**config.mk**
```make
export PLATFORM = sky130hd
export DESIGN_NAME = hazard_ctrl_flat
export DESIGN_NICKNAME = d
export VERILOG_FILES = /design/src/rtl/hazard_ctrl_if.sv /design/src/rtl/hazard_ctrl.sv /design/src/flat_wrapper.sv
export SDC_FILE = /design/constraint.sdc
export NUM_CORES = 1
export LEC_CHECK = 0
export BUFFER_PORTS_ARGS = -buffer_cell sky130_fd_sc_hd__buf_2
export CAP_MARGIN = 5
export CORE_UTILIZATION = 33
export DETAILED_ROUTE_END_ITERATION = 7
export SLEW_MARGIN = 5
export SYNTH_ARGS = -nofsm -noshare
export SYNTH_HDL_FRONTEND = slang
export SYNTH_SLANG_ARGS = --single-unit
```
**constraint.sdc**
```tcl
create_clock -name clk -period 1.5 [get_ports clk]
set_input_delay 0.3 -clock clk [delete_from_list [all_inputs] [get_ports clk]]
set_output_delay 0.3 -clock clk [all_outputs]
set_load 0.03 [all_outputs]
```
**src/rtl/hazard_ctrl_if.sv**
```systemverilog
`default_nettype none
// +--------------------------------------------------------------------------+
// | Module      : hazard_ctrl_if                                             |
// | Description : Hazard-controller bundle: ID/EX operand info and the       |
// |               stage enables/flushes. Optional: HAZARD_PERF_EN            |
// | Revision    : 1.0  initial release                                       |
// +--------------------------------------------------------------------------+
interface hazard_ctrl_if #(
    parameter int RA_W = 5
);
    logic [RA_W-1:0] id_rs1;
    logic [RA_W-1:0] id_rs2;
    logic            id_rs1_used;
    logic            id_rs2_used;
    logic [RA_W-1:0] ex_rd;
    logic            ex_mem_read;
    logic            br_taken;
    logic            dmem_busy;
    logic            pc_write;
    logic            ifid_write;
    logic            ifid_flush;
    logic            idex_flush;
    logic            exmem_write;
    logic            memwb_flush;
    logic            mem_fault;
`ifdef HAZARD_PERF_EN
    logic [31:0]     stall_cnt;
    logic [31:0]     flush_cnt;
`endif

    modport master (
        output id_rs1, id_rs2, id_rs1_used, id_rs2_used, ex_rd, ex_mem_read,
               br_taken, dmem_busy,
`ifdef HAZARD_PERF_EN
        input  stall_cnt, flush_cnt,
`endif
        input  pc_write, ifid_write, ifid_flush, idex_flush, exmem_write,
               memwb_flush, mem_fault
    );

    modport slave (
        input  id_rs1, id_rs2, id_rs1_used, id_rs2_used, ex_rd, ex_mem_read,
               br_taken, dmem_busy,
`ifdef HAZARD_PERF_EN
        output stall_cnt, flush_cnt,
`endif
        output pc_write, ifid_write, ifid_flush, idex_flush, exmem_write,
               memwb_flush, mem_fault
    );
endinterface
`default_nettype wire

```
**src/rtl/hazard_ctrl.sv**
```systemverilog
`default_nettype none
// +--------------------------------------------------------------------------+
// | Module      : hazard_ctrl                                                |
// | Description : 5-stage RV32I hazard/stall controller with dmem watchdog.  |
// |               Optional stall/flush counters: HAZARD_PERF_EN              |
// | Revision    : 1.0  initial release                                       |
// +--------------------------------------------------------------------------+
module hazard_ctrl #(
    parameter int RA_W    = 5,
    parameter int TIMEOUT = 16
) (
    input  logic         clk,
    input  logic         rst,
    hazard_ctrl_if.slave hz
);
    localparam logic [1:0]      c_st_run      = 2'd0;
    localparam logic [1:0]      c_st_mem_wait = 2'd1;
    localparam logic [1:0]      c_st_fault    = 2'd2;
    localparam logic [7:0]      c_timeout     = 8'(TIMEOUT);
    localparam logic [RA_W-1:0] c_ra_zero     = '0;

    logic [1:0] r_state;
    logic [7:0] r_wait_cnt;
    logic       r_br_pend;

    logic w_load_use;
    logic w_branch;
    logic w_freeze;
    logic w_pc_write;
    logic w_ifid_write;
    logic w_ifid_flush;
    logic w_idex_flush;
    logic w_exmem_write;
    logic w_memwb_flush;

    assign w_load_use = hz.ex_mem_read && (hz.ex_rd != c_ra_zero) &&
                        ((hz.id_rs1_used && (hz.id_rs1 == hz.ex_rd)) ||
                         (hz.id_rs2_used && (hz.id_rs2 == hz.ex_rd)));
    assign w_branch   = hz.br_taken || r_br_pend;
    assign w_freeze   = (r_state == c_st_fault) || hz.dmem_busy;

    // Priority: memory freeze, then branch flush, then load-use bubble.
    always_comb begin
        w_pc_write    = 1'b1;
        w_ifid_write  = 1'b1;
        w_ifid_flush  = 1'b0;
        w_idex_flush  = 1'b0;
        w_exmem_write = 1'b1;
        w_memwb_flush = 1'b0;
        if (w_freeze) begin
            w_pc_write    = 1'b0;
            w_ifid_write  = 1'b0;
            w_exmem_write = 1'b0;
            w_memwb_flush = 1'b1;
        end else if (w_branch) begin
            w_ifid_flush  = 1'b1;
            w_idex_flush  = 1'b1;
        end else if (w_load_use) begin
            w_pc_write    = 1'b0;
            w_ifid_write  = 1'b0;
            w_idex_flush  = 1'b1;
        end
    end

    always_ff @(posedge clk) begin
        if (rst) begin
            r_state    <= c_st_run;
            r_wait_cnt <= 8'd0;
            r_br_pend  <= 1'b0;
        end else begin
            case (r_state)
                c_st_run: begin
                    if (hz.dmem_busy) begin
                        r_state    <= c_st_mem_wait;
                        r_wait_cnt <= 8'd1;
                        if (hz.br_taken) r_br_pend <= 1'b1;
                    end else if (w_branch) begin
                        r_br_pend  <= 1'b0;
                    end
                end
                c_st_mem_wait: begin
                    if (hz.dmem_busy) begin
                        if (r_wait_cnt != 8'hFF) r_wait_cnt <= r_wait_cnt + 8'd1;
                        if (r_wait_cnt >= c_timeout) r_state <= c_st_fault;
                        if (hz.br_taken) r_br_pend <= 1'b1;
                    end else begin
                        // Any pending branch is flushed by this cycle's outputs.
                        r_state    <= c_st_run;
                        r_wait_cnt <= 8'd0;
                        r_br_pend  <= 1'b0;
                    end
                end
                c_st_fault: r_state <= c_st_fault;
                default:    r_state <= c_st_run;
            endcase
        end
    end

    assign hz.pc_write    = w_pc_write;
    assign hz.ifid_write  = w_ifid_write;
    assign hz.ifid_flush  = w_ifid_flush;
    assign hz.idex_flush  = w_idex_flush;
    assign hz.exmem_write = w_exmem_write;
    assign hz.memwb_flush = w_memwb_flush;
    assign hz.mem_fault   = (r_state == c_st_fault);

`ifdef HAZARD_PERF_EN
    logic [31:0] r_stall_cnt;
    logic [31:0] r_flush_cnt;

    always_ff @(posedge clk) begin
        if (rst) begin
            r_stall_cnt <= 32'd0;
            r_flush_cnt <= 32'd0;
        end else begin
            if (!w_pc_write)  r_stall_cnt <= r_stall_cnt + 32'd1;
            if (w_ifid_flush) r_flush_cnt <= r_flush_cnt + 32'd1;
        end
    end

    assign hz.stall_cnt = r_stall_cnt;
    assign hz.flush_cnt = r_flush_cnt;
`endif
endmodule
`default_nettype wire

```
**src/flat_wrapper.sv**
```systemverilog
// flat-port wrapper written by rule: the top's interface ports become plain ports
module hazard_ctrl_flat 
#(
    parameter int RA_W    = 5,
    parameter int TIMEOUT = 16
)
  (clk, rst, hz_id_rs1, hz_id_rs2, hz_id_rs1_used, hz_id_rs2_used, hz_ex_rd, hz_ex_mem_read, hz_br_taken, hz_dmem_busy, hz_pc_write, hz_ifid_write, hz_ifid_flush, hz_idex_flush, hz_exmem_write, hz_memwb_flush, hz_mem_fault);
  hazard_ctrl_if #(.RA_W(RA_W)) hz_i ();
  input  logic clk;
  input  logic rst;
  input wire logic [$bits(hz_i.id_rs1)-1:0] hz_id_rs1;
  input wire logic [$bits(hz_i.id_rs2)-1:0] hz_id_rs2;
  input wire logic [$bits(hz_i.id_rs1_used)-1:0] hz_id_rs1_used;
  input wire logic [$bits(hz_i.id_rs2_used)-1:0] hz_id_rs2_used;
  input wire logic [$bits(hz_i.ex_rd)-1:0] hz_ex_rd;
  input wire logic [$bits(hz_i.ex_mem_read)-1:0] hz_ex_mem_read;
  input wire logic [$bits(hz_i.br_taken)-1:0] hz_br_taken;
  input wire logic [$bits(hz_i.dmem_busy)-1:0] hz_dmem_busy;
  output wire logic [$bits(hz_i.pc_write)-1:0] hz_pc_write;
  output wire logic [$bits(hz_i.ifid_write)-1:0] hz_ifid_write;
  output wire logic [$bits(hz_i.ifid_flush)-1:0] hz_ifid_flush;
  output wire logic [$bits(hz_i.idex_flush)-1:0] hz_idex_flush;
  output wire logic [$bits(hz_i.exmem_write)-1:0] hz_exmem_write;
  output wire logic [$bits(hz_i.memwb_flush)-1:0] hz_memwb_flush;
  output wire logic [$bits(hz_i.mem_fault)-1:0] hz_mem_fault;
  assign hz_i.id_rs1 = hz_id_rs1;
  assign hz_i.id_rs2 = hz_id_rs2;
  assign hz_i.id_rs1_used = hz_id_rs1_used;
  assign hz_i.id_rs2_used = hz_id_rs2_used;
  assign hz_i.ex_rd = hz_ex_rd;
  assign hz_i.ex_mem_read = hz_ex_mem_read;
  assign hz_i.br_taken = hz_br_taken;
  assign hz_i.dmem_busy = hz_dmem_busy;
  assign hz_pc_write = hz_i.pc_write;
  assign hz_ifid_write = hz_i.ifid_write;
  assign hz_ifid_flush = hz_i.ifid_flush;
  assign hz_idex_flush = hz_i.idex_flush;
  assign hz_exmem_write = hz_i.exmem_write;
  assign hz_memwb_flush = hz_i.memwb_flush;
  assign hz_mem_fault = hz_i.mem_fault;
  hazard_ctrl #(.RA_W(RA_W), .TIMEOUT(TIMEOUT)) u_core (.clk(clk), .rst(rst), .hz(hz_i));
endmodule
```
==> results.md <==
* Outcome: complete, but fails checks
* Failing checks: setup timing
* Global-route wire length before repair at about 3.3 mm
* Crit path max fanout at 2
* Slew @ Worst Pin at between 300 and 400 ps
* Int Pwr at 511.3 uW
* CTS tree: built
* Cell taking the most area after synthesis: dfxtp_1
* Antenna fix cells at 0
* Relative slew slack at 0.7763
* Peak VDD IR at 0.0005110 V
* FILL cells at 202
* Psw at about 210 uW
* Max-Cap Viols at 0
* Nets at about 170
* CP required at between 1000 and 1500 ps
* Initial cell density of the core at 0.3501
* Hold slack at 267.4 ps
* Count leader, synth: dfxtp_1
* Area Overhead vs Synth at 65.58%
* M2 GR Usage at 0.3022
* CTS Buf Count at 3
* Clock Tree Buf Depth at 2
* Detailed-route via count at approximately 830
* Commonest cells in the netlist: dfxtp_1, nor2_1, xnor2_1
* Combinational Power Share at 0.293
* Gr busiest metal: met2
* Post-DP Area at 1101 um^2
* Syn Nets at roughly 110
* Clock power share at 0.290
* Net Sw Frac at 0.2931
* Ports at 29
* Initial antenna violation count at 0
* Number of enable flip-flop cells after synthesis at 0
* Rows at 17
* Half-perimeter wire length after placement at between 1.5 and 2 mm
* Post-route cell area at 1270 um^2
* Num Clock Sinks at 11
* Cell Chain, Critical Path: buf_6 -> or4_4 -> o21a_4 -> a31oi_4 -> buf_6
* Core box area at ~2200 um^2
* Final Hold Fails at 0
* GRT Util Overall at 0.1723
* Largest cells by area after synthesis: dfxtp_1, xnor2_1, xor2_1
* Die Wd at about 50 um
* Mapped Cells at 90
* WS Path Type: input port to output port
* Mapped Area at between 700 and 800 um^2
* Minimum clock period at between 1500 and 2000 ps
* Drt initial violations at 8
* CP Capture Type: output port
* Post-DRT Antenna Nets at 0
* Fraction of layout cells with a size suffix above 1 at 0.5282
* DR vias/cell at ~5
* Synth Flop Type: dfxtp_1
* GR Layer Usage met1 at 0.1941
* Die Area at about 2500 um^2
* Worst setup margin at -280.7 ps
* Vias in the first global route at about 800
* Largest net degree at the start of global routing at 8
* #FFs+latches synth at 11
* Most frequent CP cell: buf_6
* GPL Wtd Cong at ~0.80
* Clock skew at about 6.2 ps
* Syn_area_per_cell at between 8 and 9 um^2
* Share of the yosys chip area belonging to registers at 0.2871
* Routed wire length per instance at roughly 12 um
* Clock-pin slew on the worst setup and hold paths at 70 ps
* Die H at 50.21 um
* Max-slew violation count at 0
* Share of Yosys cell area claimed by the top area cell type at 0.2871
* PwrDens at approximately 570 nW/um^2
* DRT Pass-1 Iters at 5
* RSZ-0062 raised after global routing: yes
* Final setup fails at 6
* Asr flop ratio synth at 0
* Tcrit/Tclk final at 1.187
* Highest clock rate at roughly 560 MHz
* Sequential power share at 0.417
* Drt drc at 0
* H-tree depth at 1
* Port Buffers at 28
* Type of the tightest min-delay check: input port to register
* Clk_lat worst skew at between 200 and 300 ps
* Critical path's slowest cell: or4_4
* CP Launch Type: input port
* DRT Wirelength at slightly above 2 mm
* Largest stage delay, worst path at 530 ps
* Crit path arrival time at 1480 ps
* Met3 usage at 0.05455
* Root Driver: clkbuf_4
* Synth Warn # at 0
* GRT overflow at 0
* Leak at around 0.52 nW
* Yosys cell types at 37
sequential cells by signal (all words and copies together), names as in the netlist:
signal             cells
u_core.r_br_pend       1
u_core.r_wait_cnt      8
u_core.r_state         2
final timing paths:
check	startpoint	end	slack (ps)	cells after the start
worst max-delay path	hz_ex_rd[2]	hz_pc_write	-280	5
worst min-delay path	rst	u_core.r_wait_cnt[1]	270	2
worst max register to register	u_core.r_wait_cnt[0]	u_core.r_wait_cnt[1]	80	5
worst min register to register	u_core.r_br_pend	u_core.r_br_pend	530	2
per-stage QoR:
step	setup TNS [ps]	utilization	total power, mW	std cells	worst slack (ps)
finish	-1198	0.5797	0.7233	170	-280.7
detailed placement	-1006	0.5026	0.4863	163	-356.4
global placement	-993.4	0.5026	0.4817	163	-359.3
CTS	-1116	0.5408	0.7178	168	-297.5
global route	-1461	0.5797	0.7575	170	-331.7
floorplan	-658.9	-	0.4077	90	-302.4
power groups by stage:
| stage | Combinational (mW) | Clock (mW) | Sequential, mW |
|---|---|---|---|
| final | 0.212 | 0.210 | 0.302 |
| after global routing | 0.228 | 0.228 | 0.302 |
| after CTS | 0.198 | 0.220 | 0.300 |
| after detailed placement | 0.180 | 0 | 0.306 |
| after global placement | 0.175 | 0 | 0.306 |
| after floorplan | 0.0986 | 0 | 0.309 |
what timing repair did:
| item | CTS | global route |
|---|---|---|
| resized for setup | 14 | 17 |
| buffers inserted | 1 | 3 |
| pin swaps | 9 | 6 |
| setup endpoints to repair | 8 | 14 |
| endpoints found under the hold margin | 0 | 0 |
| hold buffers | 0 | 0 |
logic make-up (layout without fill, tap and decap cells):
family                   after synthesis  after routing  synth area share
AND/OR/NAND/NOR                       36             36            0.2643
flip-flops                            11             11            0.2871
XOR/XNOR                              15             15            0.1713
buffers and inverters                  6             58           0.03426
multiplexers                           1              1           0.01468
adder cells (fa/ha/maj)                2              2           0.03262
AO/OA/AOI/OAI                         19             19            0.1958
critical path, delay by kind of cell:
kind	cells	cell delay [ps]
AO/OA/AOI/OAI	2	400
buffers and inverters	2	250
AND/OR/NAND/NOR	1	530
area by class of cell:
class                   count  area, um^2  share of cell area
multi-input cells          73       615.6              0.4847
repair buffers             49       345.3              0.2719
flip-flops and latches     11       225.2              0.1773
well taps                  28       35.03             0.02759
clock buffers               4       26.28             0.02069
inverters                   5       22.52             0.01773
routing by layer:
metal	share of wire	vias to the layer above
li1	-	429
met1	0.41	374
met2	0.53	27
met3	0.044	4
met4	0.013	0
met5	0	-
layout by cell type, fill, tap and decap left out, drive strengths merged:
master    Yosys  layout
o21ba         1       1
and3          2       2
nand2         5       5
or4           1       1
o31ai         1       1
o311ai        2       2
a31oi         1       1
nor3b         1       1
mux2          1       1
dfxtp        11      11
and2          1       1
clkinvlp      0       1
and4          1       1
nor3          1       1
clkbuf        0       4
nor4          3       3
a21o          1       1
nor2b         1       1
nor2         11      11
o21a          1       1
ha            2       2
or2           1       1
a31o          1       1
inv           5       4
o21ai         3       3
and2b         1       1
o2111ai       2       2
o22ai         1       1
buf           1      49
or3           2       2
a21oi         4       4
nand3         2       2
xor2          5       5
xnor2        10      10
a211oi        1       1
nand4         3       3
No activity file was read; power rests on OpenSTA's default activity.
